===== config.mk =====
export PLATFORM = sky130hd
export DESIGN_NAME = cfa_log_ctrl
export DESIGN_NICKNAME = d
export VERILOG_FILES = /design/src/rtl/cfa_log_ctrl_pkg.sv /design/src/rtl/cfa_rr_arb2.sv /design/src/rtl/cfa_log_ctrl.sv
export SDC_FILE = /design/constraint.sdc
export NUM_CORES = 1
export LEC_CHECK = 0
export ABC_AREA = 1
export BUFFER_PORTS_ARGS = -buffer_cell sky130_fd_sc_hd__buf_2
export CORE_UTILIZATION = 35
export CTS_BUF_LIST = sky130_fd_sc_hd__clkbuf_8
export CTS_CLUSTER_DIAMETER = 150
export DETAILED_ROUTE_END_ITERATION = 8
export GPL_TIMING_DRIVEN = 0
export PLACE_DENSITY = 0.68
export SYNTH_ARGS = -nofsm -noshare
export SYNTH_HDL_FRONTEND = slang
export SYNTH_HIERARCHICAL = 1
export SYNTH_SLANG_ARGS = --single-unit

===== constraint.sdc =====
create_clock -name clk -period 3.7 [get_ports clk]
set_input_delay 1.11 -clock clk [delete_from_list [all_inputs] [get_ports clk]]
set_output_delay 1.11 -clock clk [all_outputs]
set_load 0.005 [all_outputs]

===== src/rtl/cfa_log_ctrl_pkg.sv =====
// Shared constants and state encoding for the control-flow attestation log controller.
package cfa_log_ctrl_pkg;

  localparam logic [15:0] CFA_LOG_BASE   = 16'h0400;
  localparam logic [15:0] CFA_LOG_SIZE   = 16'd64;
  localparam logic [15:0] CFA_WORD_BYTES = 16'd2;

  typedef enum logic [1:0] {
    ST_IDLE = 2'd0,
    ST_BR2  = 2'd1,
    ST_FULL = 2'd2
  } cfa_state_t;

endpackage


===== src/rtl/cfa_rr_arb2.sv =====
// Two-way round-robin selector between the branch and loop-counter requesters.
module cfa_rr_arb2 (
  input  logic clk,
  input  logic reset,
  input  logic br_req,
  input  logic ctr_req,
  input  logic gnt_valid,
  input  logic gnt_br,
  output logic sel_br,
  output logic sel_ctr
);

  // Remembers which requester was granted last; starts as "counter" so branch wins first.
  logic last_br;

  assign sel_br  = br_req & (~ctr_req | ~last_br);
  assign sel_ctr = ctr_req & ~sel_br;

  always_ff @(posedge clk) begin
    if (reset) begin
      last_br <= 1'b0;
    end else if (gnt_valid) begin
      last_br <= gnt_br;
    end
  end

endmodule


===== src/rtl/cfa_log_ctrl.sv =====
// Log write controller: grants branch/counter requests and appends their words to the log memory.
module cfa_log_ctrl
  import cfa_log_ctrl_pkg::*;
#(
  parameter logic [15:0] LOG_BASE = CFA_LOG_BASE,
  parameter logic [15:0] LOG_SIZE = CFA_LOG_SIZE
) (
  input  logic        clk,
  input  logic        reset,
  input  logic        cfa_en,
  input  logic        br_req,
  input  logic [15:0] br_src,
  input  logic [15:0] br_dst,
  input  logic        ctr_req,
  input  logic [15:0] ctr_val,
  output logic        br_gnt,
  output logic        ctr_gnt,
  output logic        log_wr_en,
  output logic [15:0] log_wr_addr,
  output logic [15:0] log_wr_data,
  output logic [15:0] log_ptr,
  output logic        log_full,
  output logic        attest_req,
  input  logic        attest_ack,
  output cfa_state_t  dbg_state,
  output logic [15:0] dbg_count
);

  cfa_state_t  state, state_nxt;
  logic [15:0] count, count_nxt;
  logic [15:0] ptr_nxt;
  logic [15:0] dst_q, dst_nxt;
  logic        attest_q, attest_nxt;
  logic [15:0] free;
  logic        sel_br, sel_ctr;

  assign free       = LOG_SIZE - count;
  assign log_full   = (state == ST_FULL);
  assign attest_req = attest_q;
  assign dbg_state  = state;
  assign dbg_count  = count;

  cfa_rr_arb2 u_arb (
    .clk       (clk),
    .reset     (reset),
    .br_req    (br_req),
    .ctr_req   (ctr_req),
    .gnt_valid (br_gnt | ctr_gnt),
    .gnt_br    (br_gnt),
    .sel_br    (sel_br),
    .sel_ctr   (sel_ctr)
  );

  // Strobes are qualified by reset so a reset landing in BR2 drops the pending dst word.
  always_comb begin
    state_nxt   = state;
    count_nxt   = count;
    ptr_nxt     = log_ptr;
    dst_nxt     = dst_q;
    attest_nxt  = attest_q;
    br_gnt      = 1'b0;
    ctr_gnt     = 1'b0;
    log_wr_en   = 1'b0;
    log_wr_addr = 16'd0;
    log_wr_data = 16'd0;
    case (state)
      ST_IDLE: begin
        if (cfa_en && !reset) begin
          if (sel_br) begin
            if (free >= 16'd2) begin
              br_gnt      = 1'b1;
              log_wr_en   = 1'b1;
              log_wr_addr = log_ptr;
              log_wr_data = br_src;
              dst_nxt     = br_dst;
              count_nxt   = count + 16'd1;
              ptr_nxt     = log_ptr + CFA_WORD_BYTES;
              state_nxt   = ST_BR2;
            end else begin
              attest_nxt = 1'b1;
              state_nxt  = ST_FULL;
            end
          end else if (sel_ctr) begin
            if (free >= 16'd1) begin
              ctr_gnt     = 1'b1;
              log_wr_en   = 1'b1;
              log_wr_addr = log_ptr;
              log_wr_data = ctr_val;
              count_nxt   = count + 16'd1;
              ptr_nxt     = log_ptr + CFA_WORD_BYTES;
            end else begin
              attest_nxt = 1'b1;
              state_nxt  = ST_FULL;
            end
          end
        end
      end
      ST_BR2: begin
        if (!reset) begin
          log_wr_en   = 1'b1;
          log_wr_addr = log_ptr;
          log_wr_data = dst_q;
        end
        count_nxt = count + 16'd1;
        ptr_nxt   = log_ptr + CFA_WORD_BYTES;
        state_nxt = ST_IDLE;
      end
      ST_FULL: begin
        if (attest_ack) begin
          count_nxt  = 16'd0;
          ptr_nxt    = LOG_BASE;
          attest_nxt = 1'b0;
          state_nxt  = ST_IDLE;
        end
      end
      default: state_nxt = ST_IDLE;
    endcase
  end

  always_ff @(posedge clk) begin
    if (reset) begin
      state    <= ST_IDLE;
      count    <= 16'd0;
      log_ptr  <= LOG_BASE;
      dst_q    <= 16'd0;
      attest_q <= 1'b0;
    end else begin
      state    <= state_nxt;
      count    <= count_nxt;
      log_ptr  <= ptr_nxt;
      dst_q    <= dst_nxt;
      attest_q <= attest_nxt;
    end
  end

endmodule


== Word level (Yosys, flattened, before mapping) ==
Index checks and enable logic that the tools add are counted.

* $lt $le $gt $ge: 2
* Equal/unequal tests: 9
* Reduce and logical (&&, ||, !) cells: 9
* Bitwise logic cells: 7
* Mux-type cells: 55
* Add/subtract/negate cells: 3

{| class="wikitable"
|+ Operator list
! cell !! number
|-
| 2-to-1 mux 16 bit || 24
|-
| case mux 16 bit (3 select lines) || 2
|-
| case mux 16 bit (2 select lines) || 2
|-
| 2-to-1 mux 1 bit || 18
|-
| adder 16 x 1 -> 16 bit (second input constant) || 1
|-
| adder 16 x 2 -> 16 bit (second input constant) || 1
|-
| greater-or-equal comparator 16 x 1 -> 1 bit (second input constant) || 1
|-
| greater-or-equal comparator 16 x 2 -> 1 bit (second input constant) || 1
|-
| subtractor 7 x 16 -> 16 bit (first input constant) || 1
|-
| 2-to-1 mux 2 bit || 6
|-
| AND reduction 6 bit || 2
|-
| inequality test 3 x 2 -> 1 bit (second input constant) || 3
|-
| AND reduction 4 bit || 2
|-
| inequality test 3 bit (second input constant) || 2
|-
| case mux 1 bit (2 select lines) || 2
|-
| case mux 2 bit (2 select lines) || 1
|-
| NOT 1 bit || 3
|-
| nonzero test 3 bit || 1
|-
| AND 1 bit || 2
|-
| == test 2 x 1 -> 1 bit (second input constant) || 1
|-
| == test 2 bit (second input constant) || 1
|-
| zero test 2 bit || 1
|-
| inequality test 2 x 1 -> 1 bit (second input constant) || 1
|-
| inequality test 2 bit (second input constant) || 1
|-
| 4 further kinds || 5
|}

* Logic and storage cells: 91
* Bits of input ports: 54
* Output and inout bits: 71
* Bits in registers: 52

== Longest topological paths before layout ==
Gate-level depths: netlist (run 1).

* Depth in word-level cells: 10
* Gate-level depth with buffers: 17
* Depth with buffers taken out: 17

== Cells and area by module ==
The synthesis (run 1) kept the hierarchy.

{| class="wikitable"
|+ Modules (own cells, without submodules)
! module !! area each (µm²) !! seq. area each (µm²) !! times used !! cells each
|-
| cfa_log_ctrl || 3414.5 || 1001.0 || 1 || 546
|-
| cfa_rr_arb2 || 61.3 || 20.0 || 1 || 10
|}

== Worst setup path before layout (run 1) ==
No wires, ideal clock.

* Path kind: input to output
* Start: input reset
* End: output log_wr_addr[11]
* Setup slack: 0.174 ns
* Buffers on the path: 1
* Data required time: 2.590 ns
* Cell stages on the path: 10
* Arrival time: 2.416 ns
* Path through: inv_1 > nand2_1 > nor3_1 > inv_1 > nor3_4 > inv_2 > nand3_2 > buf_6 > nand2_1 > inv_1

* Cells in the longest elaborated chain, start to end: 4
* Elaborated cells between the ends (all ways): 5
* Those cells by class: 3 x mux; 2 x reduce/logical

{| class="wikitable"
|+ Ends and longest elaborated chain
! item !! RTL line !! RTL
|-
| start, declared || cfa_log_ctrl.sv:9 || <nowiki>input logic reset,</nowiki>
|-
| zero test 1 bit || - ||
|-
| logical AND 1 bit || cfa_log_ctrl.sv:68 || <nowiki>if (cfa_en && !reset) begin</nowiki>
|-
| 2-to-1 mux 16 bit || cfa_log_ctrl.sv:68 ||
|-
| case mux 16 bit (2 select lines) * || cfa_log_ctrl.sv:66 || <nowiki>case (state)</nowiki>
|-
| end, declared || cfa_log_ctrl.sv:19 || <nowiki>output logic [15:0] log_wr_addr,</nowiki>
|}

Mark *: on every way between the ends. The rest lies on a longest branch, timed or not.

== Worst setup path after layout (run 1) ==
* Start: input reset
* End: output log_wr_addr[13]

Same word-level chain as after synthesis.

==> results of run 1 <==
kinds of logic after synthesis:
| kind of cell | after synthesis |
|---|---|
| xor gates and xnor gates | 22 |
| adders and majority gates | 5 |
| other | 1 |
| DFF | 51 |
| AOI/OAI and AO/OA | 90 |
| and+or+nand+nor | 285 |
| buffers and inverters | 102 |
timing repair:
| action | in CTS | in global routing |
|---|---|---|
| resized for setup | 12 | 28 |
| endpoints found under the setup margin | 34 | 28 |
| pin swaps | 2 | 7 |
| buffers inserted | 5 | 8 |
| cloned | 0 | 1 |
power groups by stage:
| stage | Sequential [W] | Combinational, W | Clock, W |
|---|---|---|---|
| 5_1_grt | 0.000583 | 0.000267 | 0.000348 |
| 3_5_place_dp | 0.000592 | 0.000215 | 0 |
| 3_3_place_gp | 0.000591 | 0.000212 | 0 |
| 2_1_floorplan | 0.000589 | 0.000132 | 0 |
| 4_1_cts | 0.000581 | 0.000223 | 0.000331 |
| 6_report | 0.000581 | 0.000239 | 0.000323 |
per-stage QoR:
step / power (W) / setup TNS (ps) / utilization / setup WS [ps]
final: 0.001143 / 0 / 0.4689 / 86.42
after global routing: 0.001199 / -293.7 / 0.4689 / -32.53
after CTS: 0.001136 / 0 / 0.4559 / 3.384
after floorplan: 0.0007212 / 0 / - / 174.2
after detailed placement: 0.0008077 / -15370 / 0.4395 / -590.1
after global placement: 0.0008029 / -12760 / 0.4395 / -515.2
cell usage in the layout, fill, tap and decap left out, drive strengths merged:
master and instances:
nand4 5, nand2 132, nor4 4, nand3b 2
buf 149, nor3b 2, clkinv 2, o211ai 16
a21boi 2, conb 2, ha 5, xor2 22
inv 75, or2 2, clkbuf 18, a21oi 48
nand3 57, nor2 64, dfxtp 51, o21ai 24
nor3 16, and3 1
how the worst max path moves through the flow:
stage          depth (start not counted)         start               to  slack (ps)
3_3_place_gp                          12         reset  log_wr_addr[10]        -520
6_report                              12         reset  log_wr_addr[13]          90
5_1_grt                               12  dbg_count[5]  log_wr_addr[13]         -30
2_1_floorplan                         10         reset  log_wr_addr[11]         170
3_5_place_dp                          12         reset  log_wr_addr[10]        -590
4_1_cts                               16  dbg_count[0]  log_wr_addr[10]           3
final cells by class:
class / count / area, um^2
Buffer: 26 / 151.4
Clock buffer: 5 / 68.82
Clock inverter: 2 / 13.76
Timing Repair Buffer: 136 / 719.4
Sequential cell: 51 / 1036
Fill cell: 1027 / 5144
Multi-Input combinational cell: 404 / 2096
Tap cell: 133 / 166.4
Inverter: 75 / 289.0
synthesized netlist by cell type:
cell                       instances
sky130_fd_sc_hd__a21boi_0          1
sky130_fd_sc_hd__a21boi_1          1
sky130_fd_sc_hd__a21oi_1          48
sky130_fd_sc_hd__and3_1            1
sky130_fd_sc_hd__buf_2             8
sky130_fd_sc_hd__buf_4             2
sky130_fd_sc_hd__buf_6             4
sky130_fd_sc_hd__clkbuf_1         12
sky130_fd_sc_hd__clkbuf_2          1
sky130_fd_sc_hd__conb_1            1
sky130_fd_sc_hd__dfxtp_1          51
sky130_fd_sc_hd__ha_1              5
sky130_fd_sc_hd__inv_1            72
sky130_fd_sc_hd__inv_2             3
sky130_fd_sc_hd__nand2_1         129
sky130_fd_sc_hd__nand2_2           2
sky130_fd_sc_hd__nand2_4           1
sky130_fd_sc_hd__nand3_1          54
sky130_fd_sc_hd__nand3_2           2
sky130_fd_sc_hd__nand3_4           1
sky130_fd_sc_hd__nand3b_1          2
sky130_fd_sc_hd__nand4_1           5
sky130_fd_sc_hd__nor2_1           61
sky130_fd_sc_hd__nor2_2            2
sky130_fd_sc_hd__nor2_4            1
sky130_fd_sc_hd__nor3_1           15
sky130_fd_sc_hd__nor3_4            1
sky130_fd_sc_hd__nor3b_1           2
sky130_fd_sc_hd__nor4_1            4
sky130_fd_sc_hd__o211ai_1         16
sky130_fd_sc_hd__o21ai_0          22
sky130_fd_sc_hd__o21ai_1           1
sky130_fd_sc_hd__o21ai_2           1
sky130_fd_sc_hd__or2_2             2
sky130_fd_sc_hd__xor2_1           22
flip-flops by register name (all words and copies together) (netlist names):
signal and count:
dst_q 16, dbg_state 2, attest_req 1, log_ptr 15, dbg_count 16, u_arb/last_br 1
worst max-delay path: stages:
cell and delay (ps):
sky130_fd_sc_hd__buf_2 120, sky130_fd_sc_hd__inv_2 70, sky130_fd_sc_hd__nand2_4 50, sky130_fd_sc_hd__nor3_4 250
sky130_fd_sc_hd__inv_2 70, sky130_fd_sc_hd__nor3_4 240, sky130_fd_sc_hd__inv_2 90, sky130_fd_sc_hd__nand3_4 140
sky130_fd_sc_hd__buf_4 160, sky130_fd_sc_hd__nand2_1 50, sky130_fd_sc_hd__inv_1 50, sky130_fd_sc_hd__buf_2 100
metal layers:
| metal | up-vias | GRT usage | share of wire |
|---|---|---|---|
| met4 | 0 | 0.06243 | 0.016 |
| met3 | 13 | 0.01863 | 0.044 |
| met1 | 1856 | 0.2619 | 0.45 |
| li1 | 2068 | - | - |
| met2 | 103 | 0.3238 | 0.49 |
| met5 | - | 0 | 0 |
==> out/qor_table.md, run 1 <==
| Step | Metric | Reported |
|---|---|---|
| setup path | Critical path capture point type | primary output |
| setup path | R2r endpoint | u_arb/last_br |
| yosys | Leading cell types by total area after synthesis | sky130_fd_sc_hd__dfxtp_1, sky130_fd_sc_hd__nand2_1, sky130_fd_sc_hd__inv_1 |
| cells and area | Number of nets in the layout | 758 |
| yosys | Xor/xnor cell area share of the yosys netlist | 0.05544 |
| placement | Gpl congestion | 0.9281 |
| sta | Final Setup Violations | 0 |
| yosys | #FFs+latches synth | 51 |
| detailed routing | Final wirelength | 10470 um |
| yosys | Yosys synthesis warning count | 6 |
| yosys | Main combinational cell family by area after synthesis | simple AND/OR/NAND/NOR gates |
| power and ir drop | Power per Cell Area | 251.7 nW/um^2 |
| power and ir drop | Static Leakage | 2.166 nW |
| yosys | Multiplexer share of the synthesized area | 0 |
| cells and area | Layout area overhead | 30.63% |
| cells and area | Final standard cell count with taps included and fillers excluded | 832 |
| die | Die width | 101.7 um |
| power and ir drop | Reported net switching power | 0.0003472 W |
| grt | Global Route Usage Sum | 0.1938 |
| placement | Post-detailed-placement half-perimeter wirelength | 8002 um |
| clock network | Deepest clock path buffer count | 2 |
| yosys | Area leader, netlist | sky130_fd_sc_hd__dfxtp_1 |
| detailed routing | Post-DR vias/cell | 4.856 |
| grt | Pin count of the biggest net entering global routing | 16 |
| placement | Placed instance area | 4257 um^2 |
| power and ir drop | Internal | 0.0007958 W |
| die | Cell row count | 36 |
| die | Starting Density | 0.3589 |
| grt | Total congestion overflow | 0 |
| detailed routing | Via count of the routed design | 4040 |
| yosys | Post-synthesis simple-gate area fraction | 0.3639 |
| yosys | Number of distinct standard cells referenced by the synthesized netlist | 35 |
| setup path | Type of origin of the critical path | input port |
| sta | Period Utilization, post-route | 0.9766 |
| yosys | Mapped Area | 3476 um^2 |
| sta | Total count of max-transition violations in the final report | 0 |
| sta | Clock Skew | 13.05 ps |
| yosys | Proportion of synthesized chip area in sequential cells | 0.2937 |
| die | Die Footprint | 10330 um^2 |
| setup path | Critical register-to-register path startpoint | dbg_count[2] |
| power and ir drop | IR Drop Worst-Case VDD | 0.1422 mV |
| sta | Slew headroom | 0.5627 |
| die | Die height | 101.7 um |
| outcome | Violations in the final reports | DRC |
| setup path | Required time worst endpoint | 2590 ps |
| clock network | Maximum level of the CTS H-tree | 2 |
| clock network | TritonCTS Buffers | 5 |
| sta | Post-layout minimum cycle time | 3614 ps |
| grt | Initial antenna violation count | 0 |
| power and ir drop | Sw Share | 0.3038 |
| clock network | Number of sinks on the clock net | 51 |
| die | Num ports | 125 |
| min path | Worst hold path class | reg2reg |
| min path | Hold_sp | dst_q[10] |
| sta | Hold Vio Cnt, Final | 0 |
| clock network | Register clock-pin slew on the reported worst setup and hold paths | 100 ps |
| clock network | Insertion delay of the later-clocked pin in the worst-skew pair | 310 ps |
| detailed routing | Detail Route Antenna Nets | 0 |
| sta | Worst hold slack | 460.5 ps |
| yosys | Post-Synthesis Cells | 556 |
| detailed routing | Count of unresolved DRC violations after routing | 2 |
| setup path | Minimum setup slack among reg-to-reg paths | 1100 ps |
| clock network | TritonCTS clock tree | yes |
| setup path | Critical path fanouts, max | 6 |
| cells and area | Antenna diode count | 0 |
| grt | Vias in the first global route | 3439 |
| placement | Count of buffers inserted at the top-level ports | 122 |
| yosys | Compound-cell area share of the yosys netlist | 0.1436 |
| sta | Max Freq | 276.7 MHz |
| power and ir drop | Logic gate share of total power | 0.209 |
| cells and area | Fraction of final layout cells sized beyond drive strength 1 | 0.2775 |
| detailed routing | Post-detailed-route wirelength per cell | 12.59 um |
| placement | Placed Cells | 812 |
| min path | Worst hold path depth | 2 |
| setup path | Setup Crit Path Kind | in2out |
| die | Core area | 9684 um^2 |
| sta | Measured slew at the worst slew-check pin | 651.0 ps |
| yosys | Post-synthesis adder-cell area fraction | 0.01800 |
| yosys | Synthesized area divided by synthesized cell count | 6.252 um^2 |
| cells and area | Final standard cell area without fillers | 4541 um^2 |
| min path | End point of the most critical hold path | dst_q[10] |
| detailed routing | Detailed-router iteration count before antenna repair | 6 |
| setup path | Data arrival, critical path | 2500 ps |
| detailed routing | Violation count after the first detailed-routing iteration | 200 |
| outcome | Outcome | finished, violations left |
| power and ir drop | Register share of total power | 0.508 |
| clock network | Library cell used as clock root buffer | sky130_fd_sc_hd__clkbuf_8 |
| job | Max-capacitance violation count | 0 |
| clock network | Hold Buf Count CTS | 0 |
| setup path | Logic depth of the worst register-to-register path | 13 |
| grt | Wire length of the first global-routing pass | 16080 um |
| yosys | Area share of the largest cell type after synthesis | 0.2937 |
| power and ir drop | Clock group share of total power | 0.283 |
Note: power is estimated with default switching activity, not from simulation.
==> run 2: changes to the inputs <==
--- a/config.mk
+++ b/config.mk
@@ -6,13 +6,14 @@
 export NUM_CORES = 1
 export LEC_CHECK = 0
 export ABC_AREA = 1
-export BUFFER_PORTS_ARGS = -buffer_cell sky130_fd_sc_hd__buf_2
 export CORE_UTILIZATION = 35
 export CTS_BUF_LIST = sky130_fd_sc_hd__clkbuf_8
 export CTS_CLUSTER_DIAMETER = 150
+export CTS_CLUSTER_SIZE = 30
 export DETAILED_ROUTE_END_ITERATION = 8
+export DONT_BUFFER_PORTS = 1
 export GPL_TIMING_DRIVEN = 0
-export PLACE_DENSITY = 0.68
+export PLACE_DENSITY = 0.57
 export SYNTH_ARGS = -nofsm -noshare
 export SYNTH_HDL_FRONTEND = slang
 export SYNTH_HIERARCHICAL = 1
==> out/qor_table.md, run 2 (same netlist as run 1, synthesis figures left out) <==
| Step | Metric | Reported |
|---|---|---|
| setup path | Logic depth of the worst register-to-register path | 8 |
| power and ir drop | Internal | 0.0008370 W |
| detailed routing | Violation count after the first detailed-routing iteration | 180 |
| cells and area | Most common cell after layout, fill and taps aside | sky130_fd_sc_hd__nand2_1 |
| clock network | Insertion delay of the later-clocked pin in the worst-skew pair | 320 ps |
| power and ir drop | Static Leakage | 1.574 nW |
| sta | Clock Skew | 16.55 ps |
| setup path | Slowest CP cell | sky130_fd_sc_hd__a21boi_0 |
| cells and area | Layout area overhead | 13.46% |
| placement | Post-detailed-placement half-perimeter wirelength | 7622 um |
| clock network | Maximum level of the CTS H-tree | 2 |
| clock network | Number of sinks on the clock net | 51 |
| sta | Post-layout minimum cycle time | 3529 ps |
| sta | Total count of max-transition violations in the final report | 0 |
| detailed routing | Via count of the routed design | 3620 |
| sta | Slew headroom | 0.5773 |
| setup path | Type of origin of the critical path | input port |
| sta | Hold Vio Cnt, Final | 0 |
| cells and area | Number of nets in the layout | 635 |
| power and ir drop | Sw Share | 0.2959 |
| die | Num ports | 125 |
| outcome | Outcome | finished clean |
| setup path | CP max stage delay | 500 ps |
| cells and area | Antenna diode count | 0 |
| setup path | Setup Crit Path Kind | in2out |
| grt | Wire length of the first global-routing pass | 15530 um |
| setup path | Family with the most delay on the worst path | compound AO/OA/AOI/OAI gates |
| grt | Total congestion overflow | 0 |
| sta | Max Freq | 283.4 MHz |
| setup path | Cell with the most instances on the worst path | sky130_fd_sc_hd__inv_1 |
| detailed routing | Post-DR vias/cell | 5.099 |
| die | Die Footprint | 10330 um^2 |
| sta | Measured slew at the worst slew-check pin | 628.4 ps |
| sta | Final Setup Violations | 0 |
| setup path | Total number of cells along the worst setup path | 9 |
| cells and area | Top library cells by usage in the layout, fill and taps aside | sky130_fd_sc_hd__nand2_1, sky130_fd_sc_hd__inv_1, sky130_fd_sc_hd__nor2_1 |
| power and ir drop | Power per Cell Area | 301.4 nW/um^2 |
| setup path | Critical path capture point type | primary output |
| placement | Placed Cells | 690 |
| grt | Vias in the first global route | 3175 |
| sta | RSZ-0062 raised after global routing | false |
| die | Cell row count | 36 |
| die | Starting Density | 0.3589 |
| sta | Setup TNS | 0 ps |
| clock network | Register clock-pin slew on the reported worst setup and hold paths | 110 ps |
| cells and area | Fraction of final layout cells sized beyond drive strength 1 | 0.1109 |
| power and ir drop | IR Drop Worst-Case VDD | 0.1816 mV |
| power and ir drop | Clock group share of total power | 0.349 |
| grt | Pin count of the biggest net entering global routing | 18 |
| detailed routing | Post-detailed-route wirelength per cell | 14.52 um |
| setup path | Cell-by-cell listing of the critical path | a21boi_0 > inv_1 > nand2_2 > nor3_4 > inv_2 > nand3_4 > buf_2 > nand2_1 > inv_1 |
| setup path | Data arrival, critical path | 2420 ps |
| placement | Gpl congestion | 0.8777 |
| detailed routing | Detail Route Antenna Nets | 0 |
| detailed routing | Detailed-router iteration count before antenna repair | 5 |
| setup path | Required time worst endpoint | 2590 ps |
| min path | Worst hold path class | reg2reg |
| cells and area | Layout fillers | 1086 |
| cells and area | Final standard cell count with taps included and fillers excluded | 710 |
| detailed routing | Count of unresolved DRC violations after routing | 0 |
| clock network | Hold Buf Count CTS | 0 |
| placement | Count of buffers inserted at the top-level ports | 0 |
| setup path | Critical path fanouts, max | 6 |
| grt | Global Route Usage Sum | 0.1929 |
| clock network | TritonCTS Buffers | 5 |
| clock network | Deepest clock path buffer count | 2 |
| die | Die width | 101.7 um |
| die | Die height | 101.7 um |
| detailed routing | Final wirelength | 10310 um |
| sta | Period Utilization, post-route | 0.9538 |
| power and ir drop | Reported net switching power | 0.0003517 W |
| min path | Worst hold path depth | 2 |
| die | Core area | 9684 um^2 |
| clock network | Library cell used as clock root buffer | sky130_fd_sc_hd__clkbuf_8 |
| power and ir drop | Register share of total power | 0.490 |
| job | Max-capacitance violation count | 0 |
| grt | Initial antenna violation count | 0 |
| setup path | Buffers plus inverters on the worst setup path | 4 |
| clock network | TritonCTS clock tree | yes |
| power and ir drop | Logic gate share of total power | 0.161 |
run 2: cell type report:
type	count	area, um^2	share of cell area
inverters	75	289.0	0.07329
flip-flops and latches	51	1033	0.2621
clock buffers	5	68.82	0.01745
well taps	133	166.4	0.04220
multi-input cells	404	2091	0.5301
clock inverters	3	46.29	0.01174
plain buffers	27	161.4	0.04093
repair buffers	12	87.58	0.02221
run 2: metal layers:
metal  global-route usage  routed length, um  up-vias
met2               0.3212               5007      124
met4              0.05909                104        0
li1                     -                  -     1821
met5                    0                  0        -
met3              0.04417                659        8
met1               0.2469               4538     1667
run 2: repair_timing:
| item | CTS | global route |
|---|---|---|
| setup endpoints to repair | 34 | 34 |
| endpoints found under the hold margin | 0 | 0 |
| pin swaps | 1 | 3 |
| cloned | 0 | 1 |
| setup buffers | 2 | 9 |
| resized for setup | 9 | 19 |
run 2: power groups by stage:
stage                     registers, W  clock network (W)  logic (W)
after floorplan               0.000589                  0   0.000132
after global placement        0.000594                  0   0.000169
after detailed placement      0.000594                  0   0.000172
after CTS                     0.000583           0.000428   0.000176
after global routing          0.000586           0.000444   0.000214
final                         0.000583           0.000415   0.000191
run 2: path summary, 6_finish.rpt:
path                            slack [ps]           from         endpoint
worst min register to register         460       dst_q[3]         dst_q[3]
worst min-delay path                   460       dst_q[3]         dst_q[3]
worst max-delay path                   170         br_req  log_wr_addr[14]
worst max register to register        1110  u_arb/last_br    dbg_count[15]
run 2: through the flow:
| stage | power, W | hold WS (ps) | area, um^2 | utilization | setup slack, ps |
|---|---|---|---|---|---|
| detailed placement | 0.0007667 | 447.1 | 3646 | 0.3765 | -409.0 |
| CTS | 0.001187 | 463.3 | 3804 | 0.3928 | 12.93 |
| global placement | 0.0007633 | 440.4 | 3646 | 0.3765 | -396.4 |
| finish | 0.001189 | 462.8 | 3944 | 0.4072 | 171.0 |
| floorplan | 0.0007212 | 429.9 | 3480 | - | 174.2 |
| global route | 0.001245 | 478.3 | 3944 | 0.4072 | 6.791 |
run 2: worst register-to-register path, delay by kind of cell, from the launching register on:
kind | cells | cell delay [ps]
compound gates | 5 | 1400
buf+inv | 1 | 510
flops | 1 | 340
simple gates | 2 | 270
